**config.mk**
```make
export PLATFORM = sky130hd
export DESIGN_NAME = onehot_to_bin_stream
export DESIGN_NICKNAME = d
export VERILOG_FILES = /design/src/rtl/onehot_pkg.sv /design/src/rtl/onehot_enc_lane.sv /design/src/rtl/onehot_to_bin_stream.sv
export SDC_FILE = /design/constraint.sdc
export NUM_CORES = 1
export LEC_CHECK = 0
export BUFFER_PORTS_ARGS = -buffer_cell sky130_fd_sc_hd__buf_4
export CAP_MARGIN = 5
export CORE_MARGIN = 3
export CORE_UTILIZATION = 30
export DETAILED_ROUTE_END_ITERATION = 6
export MAX_ROUTING_LAYER = met4
export PLACE_DENSITY = 0.6
export SLEW_MARGIN = 10
export SYNTH_ARGS = -nofsm -noshare
export SYNTH_HDL_FRONTEND = slang
export SYNTH_SLANG_ARGS = --single-unit
```
**constraint.sdc**
```tcl
create_clock -name clk_i -period 6.71 [get_ports clk_i]
set_input_delay 0.3355 -clock clk_i [delete_from_list [all_inputs] [get_ports clk_i]]
set_output_delay 0.3355 -clock clk_i [all_outputs]
set_load 0.05 [all_outputs]
```
**src/rtl/onehot_pkg.sv**
```systemverilog
// onehot_pkg
// Shared definitions for one-hot encoders.
//   ENC_OR    : multi-hot lanes encode to the bitwise OR of all set indices
//   ENC_PRIO  : multi-hot lanes encode to the lowest set index
//   bin_width : index width needed for a one-hot vector of the given width
//               (a 1-bit vector still gets a 1-bit index)
package onehot_pkg;

    localparam int ENC_OR   = 0;
    localparam int ENC_PRIO = 1;

    function automatic int bin_width(input int width);
        return (width <= 1) ? 1 : $clog2(width);
    endfunction

endpackage

```
**src/rtl/onehot_enc_lane.sv**
```systemverilog
// onehot_enc_lane
// Purely combinational encoder for one lane of one-hot bits.
// Ports:
//   onehot : input vector, ONEHOT_WIDTH bits
//   bin    : encoded index (0 when no bit is set)
//   zero   : no bit set
//   multi  : two or more bits set
module onehot_enc_lane
    import onehot_pkg::*;
#(
    parameter int ONEHOT_WIDTH  = 16,
    parameter int PRIORITY_MODE = ENC_OR,
    localparam int BIN_WIDTH    = bin_width(ONEHOT_WIDTH)
) (
    input  logic [ONEHOT_WIDTH-1:0] onehot,
    output logic [BIN_WIDTH-1:0]    bin,
    output logic                    zero,
    output logic                    multi
);

    always_comb begin
        bin   = '0;
        zero  = ~|onehot;
        multi = !$onehot0(onehot);
        if (PRIORITY_MODE == ENC_PRIO) begin
            // Scan from the top so the lowest set index is written last.
            for (int i = ONEHOT_WIDTH - 1; i >= 0; i--) begin
                if (onehot[i]) bin = BIN_WIDTH'(i);
            end
        end else begin
            // For a true one-hot lane the OR is exactly the index.
            for (int i = 0; i < ONEHOT_WIDTH; i++) begin
                if (onehot[i]) bin = bin | BIN_WIDTH'(i);
            end
        end
    end

endmodule

```
**src/rtl/onehot_to_bin_stream.sv**
```systemverilog
// onehot_to_bin_stream
// Registered multi-lane one-hot-to-binary encoder on a valid/ready stream,
// with a saturating count of beats that contained a multi-hot lane.
// Ports:
//   clk_i, rst_i      : clock, synchronous active-high reset
//   clr_i             : synchronous clear of err_cnt_o only
//   valid_i, ready_o  : input stream handshake
//   onehot_i          : NUM_LANES one-hot vectors, lane 0 in the LSBs
//   valid_o, ready_i  : output stream handshake
//   bin_o             : NUM_LANES encoded indices, lane 0 in the LSBs
//   zero_o, multi_o   : per-lane no-bit-set / several-bits-set flags
//   err_cnt_o         : accepted beats with any multi-hot lane (saturating)
//
// Handshake: a beat transfers on a cycle where valid and ready are both high.
// Once valid_o is raised it stays high with bin_o/zero_o/multi_o stable until
// ready_i is seen; ready_o = !valid_o || ready_i and never looks at valid_i.
module onehot_to_bin_stream
    import onehot_pkg::*;
#(
    parameter int ONEHOT_WIDTH  = 16,
    parameter int NUM_LANES     = 4,
    parameter int PRIORITY_MODE = ENC_OR,
    parameter int CNT_WIDTH     = 16,
    localparam int BIN_WIDTH    = bin_width(ONEHOT_WIDTH)
) (
    input  logic                              clk_i,
    input  logic                              rst_i,
    input  logic                              clr_i,
    input  logic                              valid_i,
    output logic                              ready_o,
    input  logic [NUM_LANES*ONEHOT_WIDTH-1:0] onehot_i,
    output logic                              valid_o,
    input  logic                              ready_i,
    output logic [NUM_LANES*BIN_WIDTH-1:0]    bin_o,
    output logic [NUM_LANES-1:0]              zero_o,
    output logic [NUM_LANES-1:0]              multi_o,
    output logic [CNT_WIDTH-1:0]              err_cnt_o
);

    logic [NUM_LANES*BIN_WIDTH-1:0] lane_bin;
    logic [NUM_LANES-1:0]           lane_zero;
    logic [NUM_LANES-1:0]           lane_multi;
    logic                           accept;

    for (genvar l = 0; l < NUM_LANES; l++) begin : g_lane
        onehot_enc_lane #(
            .ONEHOT_WIDTH (ONEHOT_WIDTH),
            .PRIORITY_MODE(PRIORITY_MODE)
        ) u_enc (
            .onehot(onehot_i[l*ONEHOT_WIDTH +: ONEHOT_WIDTH]),
            .bin   (lane_bin[l*BIN_WIDTH +: BIN_WIDTH]),
            .zero  (lane_zero[l]),
            .multi (lane_multi[l])
        );
    end

    assign ready_o = !valid_o || ready_i;
    assign accept  = valid_i && ready_o;

    // Output register. A simultaneous in/out handshake simply reloads it.
    always_ff @(posedge clk_i) begin
        if (rst_i) begin
            valid_o <= 1'b0;
            bin_o   <= '0;
            zero_o  <= '0;
            multi_o <= '0;
        end else if (accept) begin
            valid_o <= 1'b1;
            bin_o   <= lane_bin;
            zero_o  <= lane_zero;
            multi_o <= lane_multi;
        end else if (ready_i) begin
            valid_o <= 1'b0;
        end
    end

    // Counts beats, not lanes; clear wins over a same-cycle increment.
    always_ff @(posedge clk_i) begin
        if (rst_i || clr_i) begin
            err_cnt_o <= '0;
        end else if (accept && (|lane_multi) && (err_cnt_o != '1)) begin
            err_cnt_o <= err_cnt_o + 1'b1;
        end
    end

endmodule

```
* Word level (Yosys, flattened, before mapping)
Cells that the tools add are included.
** Word-level totals
- Output and inout port bits :: 42
- Word-level logic and storage cells :: 153
- Register bits after elaboration :: 41
** Cells by class
- Reduce and logical (&&, ||, !) cells :: 20
- Add/sub/neg operators :: 61
- Magnitude comparators :: 4
- Equal/unequal tests :: 1
- Muxes and demuxes :: 62
** Operator list (number)
- $add A5 B5 Y5 :: 28
- $mux W4 :: 32
- $add A1 B1 Y2 :: 32
- $reduce_or A16 Y1 :: 4
- $mux W3 :: 16
- $le A5 B1 Y1 const B :: 4
- $add A16 B1 Y16 const B :: 1
- $mux W2 :: 8
- $ne A16 B16 Y1 const B :: 1
- $logic_not A1 Y1 :: 9
- $mux W1 :: 6
- $reduce_or A4 Y1 :: 1
- $logic_and A1 B1 Y1 :: 3
- $logic_or A1 B1 Y1 :: 2
- $reduce_bool A2 Y1 :: 1

* Logic depth before layout (Yosys ltp)
Gate-level depths: netlist of run 1.
- Word-level depth :: 15
- Depth in mapped cells :: 20

* Hierarchy
Synthesis of run 1 repeated with hierarchy kept, for this count alone.
** Second synthesis, totals
- Cell total of the unflattened synthesis :: 543
- Area, all modules :: 4376.7 um^2
** By module, submodules not included
- onehot_enc_lane :: instances 4, cells an instance 82, area each 658.1 um^2, seq. area each 0.0 um^2
- onehot_to_bin_stream :: instances 1, cells an instance 215, area each 1744.2 um^2, seq. area each 820.8 um^2

* Least setup slack after synthesis of run 1
Ideal clock, no wire load.
- Path type :: input -> register
- Start point :: input onehot_i[14]
- End point :: register err_cnt_o[4]
- Setup slack :: 1904 ps
- Path buffers :: 1
- Required time :: 6595 ps
- Stages :: 20
- Arrival :: 4691 ps
- Cells stage by stage :: inv_1 ha_1 inv_1 fa_1 inv_1 fa_1 inv_1 fa_1 fa_1 inv_1 ha_1 inv_1 fa_1 nor3b_1 a21oi_1 nor4b_1 and4_1 clkbuf_1 nor4_1 o21a_1
** On the way
- Longest elaborated chain between the ends :: 9
** Ends and longest elaborated chain
- start, declared :: line onehot_to_bin_stream.sv:31 : input logic [NUM_LANES*ONEHOT_WIDTH-1:0] onehot_i,
- $add A1 B1 Y2 (not written as such) :: line onehot_enc_lane.sv:24 : multi = !$onehot0(onehot);
- $add A5 B5 Y5 (not written as such) (3 in series) :: line onehot_enc_lane.sv:24
- $le A5 B1 Y1 (not written as such) :: line onehot_enc_lane.sv:24
- $logic_not A1 Y1 :: line onehot_enc_lane.sv:24
- $reduce_or A4 Y1 :: line onehot_to_bin_stream.sv:81 : end else if (accept && (|lane_multi) && (err_cnt_o != '1)) begin
- $logic_and A1 B1 Y1 (2 in series) :: line onehot_to_bin_stream.sv:81
- end signal, assigned :: line onehot_to_bin_stream.sv:82 : err_cnt_o <= err_cnt_o + 1'b1;
- end, declared :: line onehot_to_bin_stream.sv:37 : output logic [CNT_WIDTH-1:0] err_cnt_o
Every way passes these cells.
A chain may end at the register's enable or synchronous reset.

* Worst setup path after layout of run 1
- Start point :: input onehot_i[31]
- End point :: register err_cnt_o[14]
The elaborated chain is that of the path after synthesis.

==> results of run 1 <==
## area by class of cell
cell class,count,area (sq um)
clock buffers,5,125
clock inverters,2,35.0
fillers,1505,8980
inverters,157,589
multi-input cells,330,3120
flip-flops and latches,41,821
well taps,184,230
repair buffers,114,856
## sequential cells by signal (all words and copies together), names as in the netlist
name       count
err_cnt_o     16
multi_o        4
bin_o         16
zero_o         4
valid_o        1
## per-layer routing
| metal | share of wire (%) | routed length [microns] | GRT usage [%] |
|---|---|---|---|
| met1 | 43 | 5210 | 18.4 |
| met2 | 49 | 5840 | 24.6 |
| met3 | 5.9 | 712 | 3.42 |
| met4 | 2.2 | 267 | 4.52 |
| met5 | 0 | 0 | - |
## logic make-up (layout without fill, tap and decap cells)
kind of cell	after synthesis	after routing	share of synthesized area [%]
buf+inv	171	278	14.0
compound gates	65	65	9.37
fa+ha+maj	129	129	42.4
simple gates	136	136	16.2
flops	41	41	17.9
## final timing paths
check               start       endpoint  slack (ps)  cells after the start
max          onehot_i[31]  err_cnt_o[14]        1420                     20
max reg2reg  err_cnt_o[6]  err_cnt_o[14]        4520                      5
min reg2reg     zero_o[3]      zero_o[3]         490                      2
min               valid_i        valid_o         290                      3
## cell usage after synthesis (all sizes together), types with 5 or more instances
cell | count | area (sq um)
a211oi | 5 | 37.5
a21oi | 24 | 120
a311oi | 11 | 96.3
clkbuf | 12 | 45.0
dfxtp | 41 | 821
fa | 44 | 881
ha | 85 | 1060
inv | 157 | 589
nand2 | 13 | 48.8
nand3 | 6 | 30.0
nand4 | 17 | 113
nor2 | 44 | 165
nor3 | 7 | 35.0
nor4 | 13 | 81.3
nor4b | 7 | 61.3
o21ai | 8 | 40.0
or3 | 11 | 75.1
## worst reg2reg max path, delay by kind of cell (launching register included)
kind            cells  cell delay [ps]
compound gates      1              160
simple gates        4             1470
flops               1              490
## power by group
group,internal (mW),switching (mW),leakage [nW]
logic,0.327,0.435,2.59
registers,0.260,0.0101,0.337
clock network,0.173,0.109,0.0797
total,0.760,0.554,3.01
## stage by stage
step                setup slack (ps)  total power, mW
finish                          1420             1.31
floorplan                       1900            0.813
global placement                1380             1.00
global route                    1070             1.47
CTS                             1470             1.35
detailed placement              1150             1.05
==> reports/metrics.yaml, run 1 <==
critical_path:
  path_common_cell: "inv_1"
  setup.worst_path.class: "in2reg"
  cp.required_ps: 6930
  cp-end-kind: "register"
  crit_fanout: 24
  startpoint_type: "input pin"
  crit_buf_inv: 7
  cp_slowest_cell: "and4_1"
  critPathTopFamily: "adder cells"
  crit_chain: "buf_4 > inv_1 > ha_1 > inv_1 > fa_1 > inv_1 > fa_1 > inv_1 > fa_1 > fa_1 > inv_1 > ha_1 > inv_1 > fa_1 > nor2_1 > a31oi_1 > nor4b_1 > and4_1 > o21ai_0 > a21oi_1"
  cp.arrival_ps: 5520
  cp_slowest_stage_delay_ps: 780
floorplanning:
  die_w_microns: 130
  ios: 111
  chipHeight_microns: 130
  die-area_sq_mm: 0.0168
  core_area_sq_mm: 0.0148
  start_util_pct: 31.0
  placementRows: 44
clock_network:
  cts_buffer_depth: 2
  cts_resized: 0
  cts_hold_buf: 0
  numCtsBuffers: 5
  clockRootBuffer: "clkbuf_16"
  clkSinkCount: 41
  path_clk_slew_ps: 60
  clk_latency_ps: 300
  cts_tree: "done"
  post-cts-setup-buffer-count: 0
  cts.htree.levels: 2
routing:
  drtIter0Drc: 173
  drcViolationCount: 0
  viasPerCell: 4.79
  firstDrtPassIters: 4
  wl_per_cell_microns: 14.4
  wl_microns: 12000
  ant_nets: 0
  via_count: 3990
yosys:
  async_reset_ff_share_pct: 0
  yosysWarnings: 0
  yosys_register_bits: 41
  synth_edf_count: 0
  syn_inst: 542
  synth_area_sq_mm: 0.00458
  synth.distinct_cells: 42
  synthFlopType: "dfxtp_1"
  synth.avg_cell_area_sq_um: 8.45
  syn_nets: 740
  yosysSeqAreaShare_pct: 17.9
place:
  routabilityCongestion: 0.880
  hpwl_microns: 10000
  placed_area_sq_mm: 0.00561
  dpl.cell_count: 826
  port_buffers: 110
global_route:
  grt_pass1_vias: 4180
  grt.overflow.total: 0
  antenna_found_initial: 0
  grt.total_usage_pct: 15.0
  grt_max_degree: 32
  grt_pass1_wl_microns: 19700
timing:
  finalCritPeriodShare_pct: 78.9
  rsz0062_at_grt: "false"
  hold-worst-slack_ps: 293
  fmax_ghz: 0.189
  fin_worst_skew_ps: 6.88
  relSlewSlack_pct: 51.9
  maxSlewViolCount: 0
  setup_tns_ps: 0
  period_needed_ps: 5290
  worst_pin_slew_ps: 722
  setup_viol: 0
  finalHoldViolations: 0
layout:
  fin_nets: 847
  finalNonFillerCells: 833
  area.growth.synth_to_final_pct: 26.0
  fin_util_pct: 39.1
  layout_common_cells: "inv_1 (157), buf_4 (114), ha_1 (85)"
  fin_area_sq_mm: 0.00577
  diodes: 0
  drive_gt1_share_pct: 20.0
  mostFrequentLayoutCell: "inv_1"
power_and_ir_drop:
  power_density_mw_per_mm2: 228
  peakVddDrop_mv: 0.115
  p_leak_nw: 3.01
outcome:
  status: "finished clean"
run:
  drv_cap: 0
worst_hold_path:
  hp-class: "in2reg"
Note: power is estimated with default switching activity, not from simulation.
==> run 2, diff against run 1 <==
Clock period 6.71 ns to 4.95 ns, I/O delays scaled along.
==> run 2 against run 1 <==
First-iteration DRC count up 47%. Cell count up 0.72%. Routed wire length down 1.7%. Register-to-register slack worse by 1700 ps. Total power up 40%. Critical path depth up 1. Core utilization up 0.34 points. Critical path type unchanged. Largest power group unchanged.
==> reports/metrics.yaml, run 2 (same netlist as run 1, synthesis figures left out) <==
routing:
  wl_per_cell_microns: 14.1  # -2.4%
  viasPerCell: 4.73  # -1.2%
  drcViolationCount: 0  # unchanged
  drtIter0Drc: 255  # +47%
  ant_nets: 0  # unchanged
  wl_microns: 11800  # -1.7%
  via_count: 3969  # -0.53%
  firstDrtPassIters: 4  # unchanged
critical_path:
  crit_chain: "buf_4 > inv_1 > ha_1 > inv_1 > fa_1 > inv_1 > fa_1 > inv_1 > fa_1 > fa_1 > inv_1 > ha_1 > inv_1 > fa_1 > nor2b_1 > a21oi_1 > nor4b_1 > buf_4 > and4_1 > or4b_2 > a21oi_1"
  path_depth: 21  # +5.0%
  startpoint_type: "input pin"
  crit_fanout: 4  # -83%
  crit_buf_inv: 8  # +1
  cp_slowest_stage_delay_ps: 600  # -180 ps
  reg2reg_depth: 7  # +2
  critPathTopFamily: "adder cells"
  cp.arrival_ps: 4900  # -620 ps
  cp.required_ps: 5170  # -1760 ps
  setup.worst_path.class: "in2reg"
  cp-end-kind: "register"
  path_common_cell: "inv_1"
  cp_slowest_cell: "or4b_2"
global_route:
  grt.total_usage_pct: 14.8  # -0.19 points
  grt_pass1_wl_microns: 19600  # -0.49%
  grt_max_degree: 32  # unchanged
  grt.overflow.total: 0  # unchanged
  grt_pass1_vias: 4089  # -2.2%
  antenna_found_initial: 0  # unchanged
timing:
  worst_pin_slew_ps: 417  # -305 ps
  finalCritPeriodShare_pct: 94.5
  rsz0062_at_grt: "true"
  fmax_ghz: 0.214
  fin_worst_skew_ps: 7.93  # +1.05 ps
  maxSlewViolCount: 0  # unchanged
  finalHoldViolations: 0  # unchanged
  setup_viol: 0  # unchanged
  period_needed_ps: 4680
  relSlewSlack_pct: 71.9  # +20 points
  worst_slack_ps: 271  # -1150 ps
place:
  placed_area_sq_mm: 0.00565  # +0.67%
  routabilityCongestion: 0.888  # +0.95%
  dp_slack_ps: -55.5  # -1210 ps
  port_buffers: 110  # unchanged
  hpwl_microns: 10000  # about the same
layout:
  diodes: 0  # unchanged
  fin_area_sq_mm: 0.00582  # +0.87%
  area.growth.synth_to_final_pct: 27.1
  layout_common_cells: "inv_1 (157), buf_4 (119), ha_1 (85)"
  drive_gt1_share_pct: 20.6  # +0.58 points
  reg_top3: "bin_o (16), err_cnt_o (16)"
  mostFrequentLayoutCell: "inv_1"
  fin_util_pct: 39.5  # +0.34 points
  fin_nets: 852  # +0.59%
power_and_ir_drop:
  power_density_mw_per_mm2: 315  # +38%
  p_leak_nw: 3.04  # +1.0%
  peakVddDrop_mv: 0.155  # +34%
  power.total_mw: 1.84  # +40%
clock_network:
  clockRootBuffer: "clkbuf_16"
  cts_resized: 0  # unchanged
  cts.htree.levels: 2  # unchanged
  post-cts-setup-buffer-count: 0  # unchanged
  cts_tree: "done"
  path_clk_slew_ps: 70  # about the same
  cts_hold_buf: 0  # unchanged
  clk_latency_ps: 290  # about the same
  clkSinkCount: 41  # unchanged
  numCtsBuffers: 5  # unchanged
  cts_buffer_depth: 2  # unchanged
floorplanning:
  chipHeight_microns: 130  # unchanged
  start_util_pct: 31.0  # unchanged
  core_area_sq_mm: 0.0148  # unchanged
  placementRows: 44  # unchanged
  die-area_sq_mm: 0.0168  # unchanged
  die_w_microns: 130  # unchanged
  ios: 111  # unchanged
run:
  drv_cap: 0  # unchanged
worst_hold_path:
  hp-class: "in2reg"
  hold_depth: 3  # unchanged
outcome:
  status: "finished clean"
## run 2: power breakdown
| part | total [mW] | switching [mW] | internal [mW] |
|---|---|---|---|
| Sequential | 0.366 | 0.0139 | 0.352 |
| Clock | 0.400 | 0.148 | 0.253 |
| Combinational | 1.07 | 0.588 | 0.481 |
| Total | 1.84 | 0.749 | 1.09 |
## run 2: cell type report
cell class	instances	area, sq um
fill	1503	8930
tap	184	230
timing repair buffer	119	893
sequential	41	821
clock inverter	1	30.0
clock buffer	7	143
multi-input combinational	330	3120
inverter	157	589
## run 2: path summary, 6_finish.rpt
check | slack [ps] | start | to
max | 270 | onehot_i[15] | err_cnt_o[6]
min | 210 | valid_i | valid_o
max reg2reg | 2810 | err_cnt_o[0] | err_cnt_o[12]
min reg2reg | 500 | bin_o[2] | bin_o[2]
## run 2: per-stage QoR
stage                     hold slack, ps  TNS [ps]  instances
after global routing                 222     -93.5        839
after CTS                            209         0        839
final                                212         0        839
after global placement               475         0        831
after detailed placement             486      -256        831
after floorplan                      377         0        542
## run 2: worst reg2reg max path, delay by kind of cell, from the launching register on
family / cells / cell delay [ps]
AO/OA/AOI/OAI: 2 / 430
adder cells (fa/ha/maj): 1 / 280
buffers and inverters: 1 / 170
flip-flops: 1 / 360
AND/OR/NAND/NOR: 3 / 800
## run 2: per-layer routing
metal  GRT usage (%)  vias to the layer above  wire length [microns]
li1                -                     1966                      -
met1            19.0                     1902                   5540
met3            2.23                       17                    413
met4            3.36                        0                    184
met2            24.6                       84                   5690
met5               -                        -                      0
==> run 3, diff against run 2 <==
Settings changed: RECOVER_POWER set to 25.
==> run 3 against run 2 <==
Clock skew shrank 0.78 ps. Global-route usage is the same. Sequential share of layout area grew 0.16 points. First-iteration DRC count grew 1.2%. Clock power is essentially flat. Final area shrank 1.1%. Register-to-register slack is essentially flat. Hold slack lost 0.55 ps. Largest cell class unchanged. Non-clock buffer count is the same. Cell count is the same. Via count grew 0.43%. Fmax is essentially flat.
==> reports/metrics.yaml, run 3 (same netlist as run 1, synthesis figures left out) <==
outcome:
  status: "finished clean"
timing:
  maxSlewViolCount: 0  # unchanged
  finalCritPeriodShare_pct: 94.6  # about the same
  period_needed_ps: 4680  # +1.63 ps
  fmax_ghz: 0.214  # about the same
  relSlewSlack_pct: 52.9  # -19 points
  finalHoldViolations: 0  # unchanged
  setup_tns_ps: 0  # unchanged
  setup_viol: 0  # unchanged
  worst_slack_ps: 269  # -1.62 ps
  fin_worst_skew_ps: 7.15  # -0.783 ps
  worst_pin_slew_ps: 709  # +292 ps
  rsz0062_at_grt: "true"
place:
  dp_slack_ps: -55.5  # unchanged
  hpwl_microns: 10000  # unchanged
  routabilityCongestion: 0.888  # unchanged
  port_buffers: 110  # unchanged
clock_network:
  clkSinkCount: 41  # unchanged
  cts_buffer_depth: 2  # unchanged
  post-cts-setup-buffer-count: 0  # unchanged
  clockRootBuffer: "clkbuf_16"
  cts_hold_buf: 0  # unchanged
  clk_latency_ps: 290  # about the same
  cts.htree.levels: 2  # unchanged
  numCtsBuffers: 5  # unchanged
  path_clk_slew_ps: 70  # about the same
  cts_tree: "done"
layout:
  area.growth.synth_to_final_pct: 25.7
  diodes: 0  # unchanged
  nFillCells: 1522  # +1.3%
  mostFrequentLayoutCell: "inv_1"
  reg_top3: "bin_o (16), err_cnt_o (16)"
  layout_common_cells: "inv_1 (157), buf_4 (102), ha_1 (85)"
  drive_gt1_share_pct: 18.0  # -2.6 points
  fin_nets: 852  # unchanged
critical_path:
  cp-end-kind: "register"
  startpoint_type: "input pin"
  setup.worst_path.class: "in2reg"
  cp.arrival_ps: 4900  # about the same
  crit_fanout: 4  # unchanged
  cp.required_ps: 5170  # about the same
global_route:
  antenna_found_initial: 0  # unchanged
  grt.total_usage_pct: 14.8  # unchanged
  grt_max_degree: 32  # unchanged
  grt.overflow.total: 0  # unchanged
  grt_pass1_wl_microns: 19600  # unchanged
  grt_pass1_vias: 4089  # unchanged
run:
  drv_cap: 0  # unchanged
power_and_ir_drop:
  peakVddDrop_mv: 0.155  # about the same
  p_leak_nw: 2.97  # -2.2%
  power_density_mw_per_mm2: 317  # +0.50%
  power.total_mw: 1.82  # -0.60%
floorplanning:
  ios: 111  # unchanged
  chipHeight_microns: 130  # unchanged
  placementRows: 44  # unchanged
  die_w_microns: 130  # unchanged
  die-area_sq_mm: 0.0168  # unchanged
  core_area_sq_mm: 0.0148  # unchanged
  start_util_pct: 31.0  # unchanged
routing:
  via_count: 3986  # +0.43%
  viasPerCell: 4.75  # +0.43%
  wl_microns: 11800  # +0.10%
  wl_per_cell_microns: 14.1  # +0.10%
  drtIter0Drc: 258  # +1.2%
  drcViolationCount: 0  # unchanged
  firstDrtPassIters: 4  # unchanged
  ant_nets: 0  # unchanged
worst_hold_path:
  hp-class: "in2reg"
run 3: worst max-delay path: stages:
cell,delay [ps]
buf_4,100
inv_1,40
ha_1,270
inv_1,50
fa_1,530
inv_1,50
fa_1,530
inv_1,50
fa_1,430
fa_1,470
inv_1,70
ha_1,150
inv_1,50
fa_1,370
nor2b_1,150
a21oi_1,130
nor4b_1,70
buf_4,140
and4_1,220
or4b_2,600
a21oi_1,160
run 3: per-layer routing:
metal | wire length (microns) | GRT usage [%]
met5 | 0 | -
met4 | 187 | 3.36
met3 | 430 | 2.23
met2 | 5710 | 24.6
met1 | 5520 | 19.0
run 3: what timing repair did:
action / 4_1_cts / 5_1_grt
endpoints found under the hold margin: 0 / 0
setup endpoints to repair: 0 / 7
gates resized for setup: 0 / 0
run 3: path summary, 6_finish.rpt:
kind / startpoint / slack (ps) / to / cells after the start
worst max register to register: err_cnt_o[0] / 2810 / err_cnt_o[12] / 7
worst max-delay path: onehot_i[15] / 270 / err_cnt_o[6] / 21
worst min-delay path: valid_i / 210 / valid_o / 3
worst min register to register: zero_o[2] / 500 / zero_o[2] / 2
run 3: report_power, final:
| part | internal, mW | leakage, nW | switching (mW) |
|---|---|---|---|
| clock network | 0.253 | 0.0841 | 0.148 |
| logic | 0.471 | 2.55 | 0.588 |
| registers | 0.352 | 0.337 | 0.0136 |
run 3: stage by stage:
step | hold WS, ps | area, sq um | utilization, % | std cells
global route | 222 | 5760 | 39.0 | 839
floorplan | 377 | 4580 | - | 542
global placement | 475 | 5650 | 38.3 | 831
CTS | 209 | 5820 | 39.5 | 839
detailed placement | 486 | 5650 | 38.3 | 831
finish | 212 | 5760 | 39.0 | 839
run 3: layout make-up:
| cell class | instances | area, sq um | share of cell area [%] |
|---|---|---|---|
| timing repair buffer | 119 | 830 | 14.4 |
| clock inverter | 1 | 30.0 | 0.521 |
| multi-input combinational | 330 | 3120 | 54.1 |
| tap | 184 | 230 | 4.00 |
| sequential | 41 | 821 | 14.3 |
| inverter | 157 | 589 | 10.2 |
| clock buffer | 7 | 143 | 2.48 |
